<file path="config.mk">
export PLATFORM = sky130hd
export DESIGN_NAME = aha_clk_gate_ctrl
export DESIGN_NICKNAME = d
export VERILOG_FILES = /design/src/rtl/aha_clk_gate_ctrl.sv
export SDC_FILE = /design/constraint.sdc
export NUM_CORES = 1
export LEC_CHECK = 0
export ABC_AREA = 1
export CORE_MARGIN = 4
export CORE_UTILIZATION = 25
export CTS_CLUSTER_SIZE = 24
export DETAILED_ROUTE_END_ITERATION = 10
export GPL_ROUTABILITY_DRIVEN = 0
export HOLD_SLACK_MARGIN = 0.05
export RECOVER_POWER = 50
export SLEW_MARGIN = 5
export SYNTH_ARGS = -nofsm -noshare
export SYNTH_HDL_FRONTEND = slang
export SYNTH_SLANG_ARGS = --single-unit
</file>
<file path="constraint.sdc">
create_clock -name CLK -period 1.4 [get_ports CLK]
set_input_delay 0.28 -clock CLK [delete_from_list [all_inputs] [get_ports CLK]]
set_output_delay 0.28 -clock CLK [all_outputs]
set_load 0.02 [all_outputs]
</file>
<file path="src/rtl/aha_clk_gate_ctrl.sv">
// Clock-gate controller: idle detection, 4-phase stop handshake with the gated domain,
// registered ICG enable and a saturating count of gated cycles.
module aha_clk_gate_ctrl #(
    parameter int unsigned IDLE_W = 8,
    parameter int unsigned CNT_W  = 16
) (
    input  logic              CLK,
    input  logic              RESET,
    input  logic              ACTIVE,
    input  logic              WAKE_REQ,
    input  logic              FORCE_ON,
    input  logic [IDLE_W-1:0] IDLE_LIMIT,
    input  logic              STOP_ACK,
    input  logic              TEST_EN,
    output logic              STOP_REQ,
    output logic              GATE_EN,
    output logic              GATE_TE,
    output logic              CLK_GATED,
    output logic [CNT_W-1:0]  GATED_CNT
);

    typedef enum logic [2:0] {
        StRun,
        StIdle,
        StReq,
        StGated,
        StWake
    } state_e;

    state_e            state_q, state_d;
    logic [IDLE_W-1:0] idle_cnt_q, idle_cnt_d;
    logic              gate_en_q, gate_en_d;
    logic              stop_req_q, stop_req_d;
    logic              clk_gated_q, clk_gated_d;
    logic [CNT_W-1:0]  gated_cnt_q;
    logic              wake;

    assign wake = WAKE_REQ | FORCE_ON;

    always_comb begin
        state_d    = state_q;
        idle_cnt_d = idle_cnt_q;
        case (state_q)
            StRun: begin
                if (!ACTIVE && !wake) begin
                    state_d    = StIdle;
                    idle_cnt_d = IDLE_LIMIT;
                end
            end
            StIdle: begin
                if (ACTIVE || wake) begin
                    state_d = StRun;
                end else if (idle_cnt_q == '0) begin
                    state_d = StReq;
                end else begin
                    idle_cnt_d = idle_cnt_q - IDLE_W'(1);
                end
            end
            StReq: begin
                // A wake or new activity overrides an acknowledge arriving in the same cycle.
                if (ACTIVE || wake) begin
                    state_d = StWake;
                end else if (STOP_ACK) begin
                    state_d = StGated;
                end
            end
            StGated: begin
                if (wake) begin
                    state_d = StWake;
                end
            end
            StWake: begin
                if (!STOP_ACK) begin
                    state_d = StRun;
                end
            end
            default: state_d = StRun;
        endcase
    end

    // Outputs are decoded from the next state so they update on the same edge as the state.
    always_comb begin
        gate_en_d   = (state_d != StGated);
        stop_req_d  = (state_d == StReq) || (state_d == StGated);
        clk_gated_d = (state_d == StGated);
    end

    always_ff @(posedge CLK or posedge RESET) begin
        if (RESET) begin
            state_q     <= StRun;
            idle_cnt_q  <= '0;
            gate_en_q   <= 1'b1;
            stop_req_q  <= 1'b0;
            clk_gated_q <= 1'b0;
        end else begin
            state_q     <= state_d;
            idle_cnt_q  <= idle_cnt_d;
            gate_en_q   <= gate_en_d;
            stop_req_q  <= stop_req_d;
            clk_gated_q <= clk_gated_d;
        end
    end

    always_ff @(posedge CLK or posedge RESET) begin
        if (RESET) begin
            gated_cnt_q <= '0;
        end else if (clk_gated_q && !(&gated_cnt_q)) begin
            gated_cnt_q <= gated_cnt_q + CNT_W'(1);
        end
    end

    assign STOP_REQ  = stop_req_q;
    assign GATE_EN   = gate_en_q;
    assign GATE_TE   = TEST_EN;
    assign CLK_GATED = clk_gated_q;
    assign GATED_CNT = gated_cnt_q;

endmodule

</file>
==> metrics.csv, run 1 <==
metric;value;unit
synth_area_leaders;dfrtp_1 39%, nand2_1 21%, nor2_1 5.1%;
cp_top_family;flip-flops;
syn_area_per_cell;7.11;sq um
netlist_instances;261;
grt_max_degree;31;
dieArea;8870;sq um
synth-xor-area-share;0.0472;
fin_crit;1.41;ns
coreArea;7250;sq um
use_met2;0.200;
start_util;0.256;
worstPathRequired;1.63;ns
wl_per_cell;11.9;um
yosysSeqAreaShare;0.405;
crit_chain;ha_4, inv_4, nor2_4, nand4_1, buf_6, buf_6, nand3_1, nand2_1, nand2_1;
seqPwrFrac;0.424;
total_power;2.26;mW
slew_headroom;0.470;
yosys.area_share.adder;0.0135;
synth_area_leader_cell;dfrtp_1;
dp_slack;-0.281;ns
synth_area;1860;sq um
timing.final.crit_share;1.00;
cp_slowest_stage_delay;0.43;ns
fmax;711;MHz
area_growth;51.5;%
combPwrFrac;0.181;
drive_gt1_frac;0.330;
dp_hpwl;3.40;mm
grt_pass1_wl;7.90;mm
muxShareOfSynthArea;0;
drv_cap;0;
synth_top_area_frac;0.391;
p_sw_frac;0.283;
io_buffers;32;
ys_warn_count;0;
first_iter_violations;51;
start_kind;flip-flop;
grt_use_met1;0.129;
hold_end;state_q[2];
grt_usage;0.114;
synth-simple-area-share;0.390;
min-delay-start;FORCE_ON;
fin_ws;-0.00640;ns
tightest_slew;0.795;ns
min_path_type;in -> reg;
die_w;94.2;um
cts_tree;yes;
cp_num_buf_inv;3;
power_density;802;nW/um^2
slew_violations;0;
synth-compound-area-share;0.0728;
leakagePower;1.31;nW
avgViaCountPerCell;4.43;
grt_overflow_total;0;
mostFrequentLayoutCells;80 x nand2_1, 24 x nand2_2, 20 x inv_1, 20 x buf_4, 19 x dfrtp_1;
numCtsBuffers;5;
r2r_cells;9;
cp_max_fo;5;
rows;31;
post-route-drc-count;0;
skew;0.0110;ns
hold_path_depth;3;
holdWs;0.334;ns
gr-usage-met3;0.0409;
top_usage_layer;met2;
timing.rr.start;GATED_CNT[0];
insertedDiodeCount;0;
critPathArrivalTime;1.64;ns
htree_levels;2;
synth_seq_cells;30;
root_buffer;clkbuf_8;
cts_num_sinks;30;
setup_viol;1;
clk_path_buf_depth;2;
ant_nets;0;
antenna_found_initial;0;
synth_top_family_by_area;simple AND/OR/NAND/NOR gates;
wirelength;5.02;mm
grt_setup_unrepaired;yes;
tns;-0.00640;ns
internal-power;1.62;mW
path_class;reg -> reg;
clkTransAtPathRegs;0.07;ns
cpMaxStageDelayCell;dfrtp_2;
die_y;94.2;um
rrSetupSlack;-0.006;ns
timing.rr.end;GATED_CNT[10];
violations;setup timing;
clkLatencyLatePin;0.29;ns
vias;1872;
final_nets;340;
synthDistinctLibCells;27;
status;finished, violations left;
grt_pass1_vias;1763;
peakVddDrop;447;uV
layout_commonest_cell;nand2_1;
finalHoldViolCount;0;
p_sw;0.639;mW
syn-num-nets;278;
dr.pass1.iters;4;
pin_count;35;
cp-end-kind;flip-flop;
clock_power_share;0.395;
power by group through the flow:
stage               Clock (mW)  Combinational (mW)  Sequential [mW]
CTS                      0.918               0.337            0.950
detailed placement           0               0.316            0.962
floorplan                    0               0.208            0.955
global route             0.954               0.467            0.963
finish                   0.892               0.409            0.956
global placement             0               0.310            0.962
how the worst max path moves through the flow:
stage | startpoint | endpoint | depth (start not counted)
floorplan | GATED_CNT[6] | GATED_CNT[11] | 7
global placement | FORCE_ON | idle_cnt_q[4] | 7
detailed placement | FORCE_ON | idle_cnt_q[0] | 8
CTS | idle_cnt_q[0] | idle_cnt_q[4] | 9
global route | GATED_CNT[0] | GATED_CNT[10] | 9
finish | GATED_CNT[0] | GATED_CNT[10] | 9
cells by family after synthesis:
family,count (synthesis)
and+or+nand+nor,166
adders and majority gates,2
AOI/OAI and AO/OA,23
buffers and inverters,30
xor gates and xnor gates,10
DFF,30
cell type report:
| type | count | area [sq um] |
|---|---|---|
| inverter | 26 | 113 |
| multi-input combinational | 203 | 1200 |
| fill | 757 | 4440 |
| clock inverter | 3 | 40.0 |
| sequential | 30 | 764 |
| timing repair buffer | 56 | 495 |
| tap | 99 | 124 |
| clock buffer | 5 | 68.8 |
| timing repair inverter | 1 | 11.3 |
tightest hold or removal path, delay by kind of cell:
family,cells,cell delay (ns)
buffers and inverters,1,0.11
AOI/OAI and AO/OA,2,0.18
Yosys cell counts (all sizes together):
cell type,n
nor2,28
nand3,18
buf,4
nand3b,1
o21ai,21
nand4,6
o21a,1
dfstp,1
xnor2,7
xor2,3
inv,26
dfrtp,29
nor3,2
and2,1
ha,2
o211ai,1
nand2,110
sequential cells by signal, summed over array words and instances, names as in the netlist:
register and count:
GATE_EN 1, CLK_GATED 1, GATED_CNT 16, state_q 3, idle_cnt_q 8, STOP_REQ 1
through the flow:
stage / cells / utilization / instance area (sq um)
final: 423 / 0.388 / 2810
after global routing: 423 / 0.388 / 2810
after floorplan: 261 / - / 1880
after global placement: 404 / 0.333 / 2420
after detailed placement: 404 / 0.333 / 2420
after CTS: 413 / 0.349 / 2530
layer usage:
metal	routed length, um	share of wire	up-vias
li1	-	-	953
met1	2160	0.43	861
met2	2440	0.49	47
met3	302	0.060	11
met4	116	0.023	0
met5	0	0	-
repair_timing:
item                       in CTS  in global routing
pin swaps                       3                 28
cloned                          0                  3
hold buffers                    0                  0
setup endpoints to repair      32                 35
gates resized for setup        28                 83
buffers inserted                1                  7
(Power assumes the default switching activity.)
==> inputs of run 2 (changes only) <==
--- a/config.mk
+++ b/config.mk
@@ -7,11 +7,12 @@
 export LEC_CHECK = 0
 export ABC_AREA = 1
 export CORE_MARGIN = 4
-export CORE_UTILIZATION = 25
+export CORE_UTILIZATION = 47
 export CTS_CLUSTER_SIZE = 24
 export DETAILED_ROUTE_END_ITERATION = 10
 export GPL_ROUTABILITY_DRIVEN = 0
 export HOLD_SLACK_MARGIN = 0.05
+export PLACE_DENSITY = 0.76
 export RECOVER_POWER = 50
 export SLEW_MARGIN = 5
 export SYNTH_ARGS = -nofsm -noshare
==> run 2 against run 1 <==
The run now ends clean; maximum frequency rose by 3.8%; count of clock-buffer cells in the layout rose by 3; cell count fell by 13%; clock power fell by 20%; clock skew fell by 0.0010 ns; critical path depth fell by 8; first-iteration DRC count rose to 2.8 times the previous value; largest power group unchanged.
==> metrics.csv, run 2 (synthesis gave the netlist of run 1 again) <==
metric;value;unit;change
status;finished clean;;was finished, violations left
cpMaxStageDelayCell;dfrtp_1;;was dfrtp_2
timing.final.crit_share;0.968;;was 1.00
clkTransAtPathRegs;0.06;ns;was 0.07 ns
placed_cell_area;2350;sq um;was 2420 sq um
min-delay-start;idle_cnt_q[7];;was FORCE_ON
antenna_found_initial;0;;unchanged
power_density;785;nW/um^2;was 802 nW/um^2
grt_max_degree;31;;unchanged
die_w;70.9;um;was 94.2 um
leakagePower;1.23;nW;was 1.31 nW
insertedDiodeCount;0;;unchanged
die_y;70.9;um;was 94.2 um
total_power;2.01;mW;was 2.26 mW
post-route-drc-count;0;;unchanged
fmax;738;MHz;was 711 MHz
grt_usage;0.178;;was 0.114
slew_violations;0;;unchanged
cts_num_sinks;30;;unchanged
dr.pass1.iters;4;;unchanged
vias;1886;;was 1872
first_iter_violations;144;;was 51
ant_nets;0;;unchanged
skew;0.00999;ns;was 0.0110 ns
fin_crit;1.36;ns;was 1.41 ns
critPathArrivalTime;1.08;ns;was 1.64 ns
dp_hpwl;3.06;mm;was 3.40 mm
grt_pass1_wl;7.11;mm;was 7.90 mm
final_cell_area;2560;sq um;was 2810 sq um
largest_register_ffs;16;;unchanged
wirelength;4.55;mm;was 5.02 mm
dpl.cell_count;353;;was 404
crit_chain;clkdlybuf4s15_1;;was ha_4, inv_4, nor2_4, nand4_1, buf_6, buf_6, nand3_1, nand2_1, nand2_1
htree_levels;2;;unchanged
tightest_slew;0.748;ns;was 0.795 ns
cp_top_family;flip-flops;;unchanged
grt_pass1_vias;1638;;was 1763
worstPathRequired;1.12;ns;was 1.63 ns
pin_count;35;;unchanged
numCtsBuffers;5;;unchanged
cp_slowest_stage_delay;0.46;ns;was 0.43 ns
root_buffer;clkbuf_8;;unchanged
final_nets;335;;was 340
cp-end-kind;output port;;was flip-flop
grt_overflow_total;0;;unchanged
final_util;0.685;;was 0.388
drv_cap;0;;unchanged
slew_headroom;0.501;;was 0.470
wl_per_cell;12.4;um;was 11.9 um
coreArea;3740;sq um;was 7250 sq um
area_growth;38.1;%;was 51.5%
clkLatencyLatePin;0.28;ns;was 0.29 ns
min_path_type;reg -> reg;;was in -> reg
io_buffers;32;;unchanged
cp_num_buf_inv;1;;was 3
mostFrequentLayoutCells;99 x nand2_1, 21 x inv_1, 19 x dfrtp_1, 18 x nor2_1, 18 x buf_4;;was 80 x nand2_1, 24 x nand2_2, 20 x inv_1, 20 x buf_4, 19 x dfrtp_1
grt_setup_unrepaired;yes;;unchanged
dieArea;5020;sq um;was 8870 sq um
avgViaCountPerCell;5.14;;was 4.43
start_util;0.496;;was 0.256
cp_max_fo;5;;unchanged
drive_gt1_frac;0.241;;was 0.330
rows;22;;was 31
finalHoldViolCount;0;;unchanged
holdWs;0.477;ns;was 0.334 ns
clk_path_buf_depth;2;;unchanged
startpoint;GATED_CNT[5];;was GATED_CNT[0]
timing.rr.start;GATED_CNT[0];;unchanged
layout_commonest_cell;nand2_1;;unchanged
start_kind;flip-flop;;unchanged
setup_viol;0;;was 1
layout.cells.non_filler;367;;was 423
cts_tree;yes;;unchanged
peakVddDrop;485;uV;was 447 uV
path_class;reg -> out;;was reg -> reg
-- run 2: cell types whose count changed in the layout (fill, tap and decap cells not counted), moves of 3 or more --
cell,previous run,this run
o21ai_0,6,10
nor2_1,15,18
clkdlybuf4s15_1,6,2
clkbuf_1,0,3
o21ai_2,7,3
nand2_1,80,99
nand2_2,24,8
-- run 2: timing repair --
action                                 4_1_cts  5_1_grt
gates cloned                                 0        2
setup endpoints to repair                   29       33
endpoints found under the hold margin        0        0
buffers inserted                             0        5
hold buffers                                 0        0
gates resized for setup                     30       45
pin swaps                                    2       15
-- run 2: power by group --
| part | leakage, nW | switching, mW | internal, mW |
|---|---|---|---|
| logic | 0.798 | 0.200 | 0.149 |
| clock network | 0.0455 | 0.311 | 0.400 |
| registers | 0.386 | 0.0390 | 0.915 |
| total | 1.23 | 0.550 | 1.46 |
-- run 2: path summary, 6_finish.rpt --
check	end	slack [ns]	cells after the start
max in group asynchronous	state_q[1]	0.22	3
worst min-delay path	idle_cnt_q[7]	0.48	2
worst max register to register	GATED_CNT[13]	0.06	7
worst max-delay path	GATED_CNT[5]	0.04	1
min in group asynchronous	idle_cnt_q[0]	0.65	3
worst min register to register	idle_cnt_q[7]	0.48	2
-- run 2: area by class of cell --
cell class / instances / area, sq um
well taps: 48 / 60.1
fillers: 347 / 1180
multi-input cells: 203 / 1110
flip-flops and latches: 30 / 764
repair buffers: 52 / 438
clock buffers: 8 / 90.1
inverters: 26 / 105
-- run 2: per-stage QoR --
stage	setup TNS, ns	setup slack [ns]
after CTS	0	0.00154
final	0	0.0447
after floorplan	0	0.000824
after global routing	-0.118	-0.0189
after global placement	-1.49	-0.217
after detailed placement	-1.69	-0.245
-- run 2: per-layer routing --
metal | wire length [um] | GRT usage
met3 | 278 | 0.0511
met5 | 0 | 0
met1 | 1900 | 0.215
met2 | 2290 | 0.304
met4 | 82 | 0.0585
==> inputs of run 3 (changes only) <==
--- a/config.mk
+++ b/config.mk
@@ -7,12 +7,12 @@
 export LEC_CHECK = 0
 export ABC_AREA = 1
 export CORE_MARGIN = 4
-export CORE_UTILIZATION = 47
+export CORE_UTILIZATION = 52
 export CTS_CLUSTER_SIZE = 24
 export DETAILED_ROUTE_END_ITERATION = 10
 export GPL_ROUTABILITY_DRIVEN = 0
-export HOLD_SLACK_MARGIN = 0.05
-export PLACE_DENSITY = 0.76
+export HOLD_SLACK_MARGIN = 0.15
+export PLACE_DENSITY = 0.8
 export RECOVER_POWER = 50
 export SLEW_MARGIN = 5
 export SYNTH_ARGS = -nofsm -noshare
==> constraint.sdc (replaced) <==
create_clock -name CLK -period 1.3 [get_ports CLK]
set_input_delay 0.26 -clock CLK [delete_from_list [all_inputs] [get_ports CLK]]
set_output_delay 0.26 -clock CLK [all_outputs]
set_load 0.02 [all_outputs]
==> run 3 against run 2 <==
The run now ends with setup timing left; combinational power increased by 53%; first-iteration DRC count decreased by 21%; sequential cell count unchanged; wire length increased by 19%; critical endpoint is now GATED_CNT[11]; cell count increased by 5.4%; total power increased by 7.9%; die area decreased by 8.6%; core utilization increased by 12 points; via count increased by 7.6%.
==> metrics.csv, run 3 (synthesis gave the netlist of run 1 again) <==
metric;value;unit;change
avgViaCountPerCell;5.24;;was 5.14
slew_violations;0;;unchanged
pin_count;35;;unchanged
dr.pass1.iters;4;;unchanged
slew_headroom;0.485;;was 0.501
layout_commonest_cell;nand2_1;;unchanged
placed_cell_area;2450;sq um;was 2350 sq um
io_buffers;32;;unchanged
final_util;0.809;;was 0.685
cts_tree;yes;;unchanged
peakVddDrop;753;uV;was 485 uV
drv_cap;0;;unchanged
start_kind;flip-flop;;unchanged
dieArea;4590;sq um;was 5020 sq um
first_iter_violations;114;;was 144
layout.cells.non_filler;387;;was 367
ant_nets;0;;unchanged
status;finished, violations left;;was finished clean
tightest_slew;0.773;ns;was 0.748 ns
fin_ws;-0.139;ns;was 0.0447 ns
finalHoldViolCount;0;;unchanged
path_class;reg -> reg;;was reg -> out
numCtsBuffers;5;;unchanged
largest_register_ffs;16;;unchanged
cts_num_sinks;30;;unchanged
dp_hpwl;3.19;mm;was 3.06 mm
start_util;0.548;;was 0.496
min_path_type;reg -> reg;;unchanged
setup_viol;28;;was 0
skew;0.0130;ns;was 0.00999 ns
cp_num_buf_inv;2;;was 1
grt_overflow_total;0;;unchanged
rows;21;;was 22
cp_slowest_stage_delay;0.44;ns;was 0.46 ns
cp_top_family;simple AND/OR/NAND/NOR gates;;was flip-flops
cpMostUsedCell;nand2_1;;
worstPathRequired;1.58;ns;was 1.12 ns
wl_per_cell;14.0;um;was 12.4 um
final_cell_area;2740;sq um;was 2560 sq um
grt_usage;0.237;;was 0.178
clkTransAtPathRegs;0.11;ns;was 0.06 ns
fin_crit;1.44;ns;
coreArea;3390;sq um;was 3740 sq um
tns;-1.49;ns;was 0 ns
total_power;2.17;mW;was 2.01 mW
critPathArrivalTime;1.72;ns;was 1.08 ns
mostFrequentLayoutCells;86 x nand2_1, 36 x buf_4, 20 x inv_1, 19 x nand2_2;;was 99 x nand2_1, 21 x inv_1, 19 x dfrtp_1, 18 x nor2_1, 18 x buf_4
cpMaxStageDelayCell;dfrtp_2;;was dfrtp_1
cp_max_fo;7;;was 5
insertedDiodeCount;0;;unchanged
cp-end-kind;flip-flop;;was output port
dpl.cell_count;361;;was 353
crit_chain;ha_4, inv_2, nor2_4, nand4_1, buf_6, nand2_4, nand2_1, nand2_1;;was clkdlybuf4s15_1
post-route-drc-count;0;;unchanged
wirelength;5.42;mm;was 4.55 mm
drive_gt1_frac;0.411;;was 0.241
grt_max_degree;31;;unchanged
grt_pass1_vias;1969;;was 1638
area_growth;47.7;%;was 38.1%
power_density;792;nW/um^2;was 785 nW/um^2
clkLatencyLatePin;0.34;ns;was 0.28 ns
leakagePower;1.31;nW;was 1.23 nW
die_w;67.8;um;was 70.9 um
root_buffer;clkbuf_4;;was clkbuf_8
grt_setup_unrepaired;yes;;unchanged
clk_path_buf_depth;2;;unchanged
timing.final.crit_share;1.11;;
htree_levels;2;;unchanged
fmax;695;MHz;
die_y;67.8;um;was 70.9 um
fillers;232;;was 347
grt_pass1_wl;8.14;mm;was 7.11 mm
final_nets;357;;was 335
holdWs;0.487;ns;was 0.477 ns
vias;2029;;was 1886
antenna_found_initial;0;;unchanged
violations;setup timing;;
dp_slack;-0.317;ns;was -0.245 ns
## run 3: area by class of cell
type | count | area (sq um) | area share
sequential | 30 | 769 | 0.281
multi-input combinational | 203 | 1180 | 0.429
timing repair buffer | 73 | 563 | 0.205
timing repair inverter | 1 | 11.3 | 0.00411
tap | 46 | 57.6 | 0.0210
clock buffer | 7 | 55.1 | 0.0201
inverter | 26 | 105 | 0.0383
clock inverter | 1 | 5.00 | 0.00182
## run 3: worst register-to-register path, cell delays in order (launching register included)
cell     delay, ns
dfrtp_2       0.44
ha_4          0.17
inv_2         0.05
nor2_4        0.15
nand4_1       0.12
buf_6         0.15
nand2_4       0.10
nand2_1       0.10
nand2_1       0.10
## run 3: per-layer routing
metal  track usage  wire length (um)
met3        0.0532               271
met5             0                 0
met1         0.258              2170
met2         0.437              2870
met4        0.0962               111
## run 3: report_power, final
| group | switching, mW | internal, mW | total (mW) | leakage (nW) |
|---|---|---|---|---|
| combinational | 0.274 | 0.259 | 0.533 | 0.900 |
| sequential | 0.0445 | 0.983 | 1.03 | 0.380 |
| clock | 0.350 | 0.262 | 0.611 | 0.0353 |
| total | 0.668 | 1.50 | 2.17 | 1.31 |
## run 3: worst paths after layout
kind,slack (ns),to,cells past startpoint,from
setup / recovery,-0.14,GATED_CNT[11],8,GATED_CNT[0]
hold / removal,0.49,idle_cnt_q[7],2,idle_cnt_q[7]
setup reg to reg,-0.14,GATED_CNT[11],8,GATED_CNT[0]
hold reg to reg,0.49,idle_cnt_q[7],2,idle_cnt_q[7]
max in group asynchronous,0.17,state_q[1],3,RESET
min in group asynchronous,0.58,GATED_CNT[5],3,RESET
## run 3: timing repair
action	4_1_cts	5_1_grt
buffers inserted	10	5
resized for setup	100	42
gates cloned	2	1
hold buffers	0	0
setup endpoints to repair	45	39
pin swaps	18	15
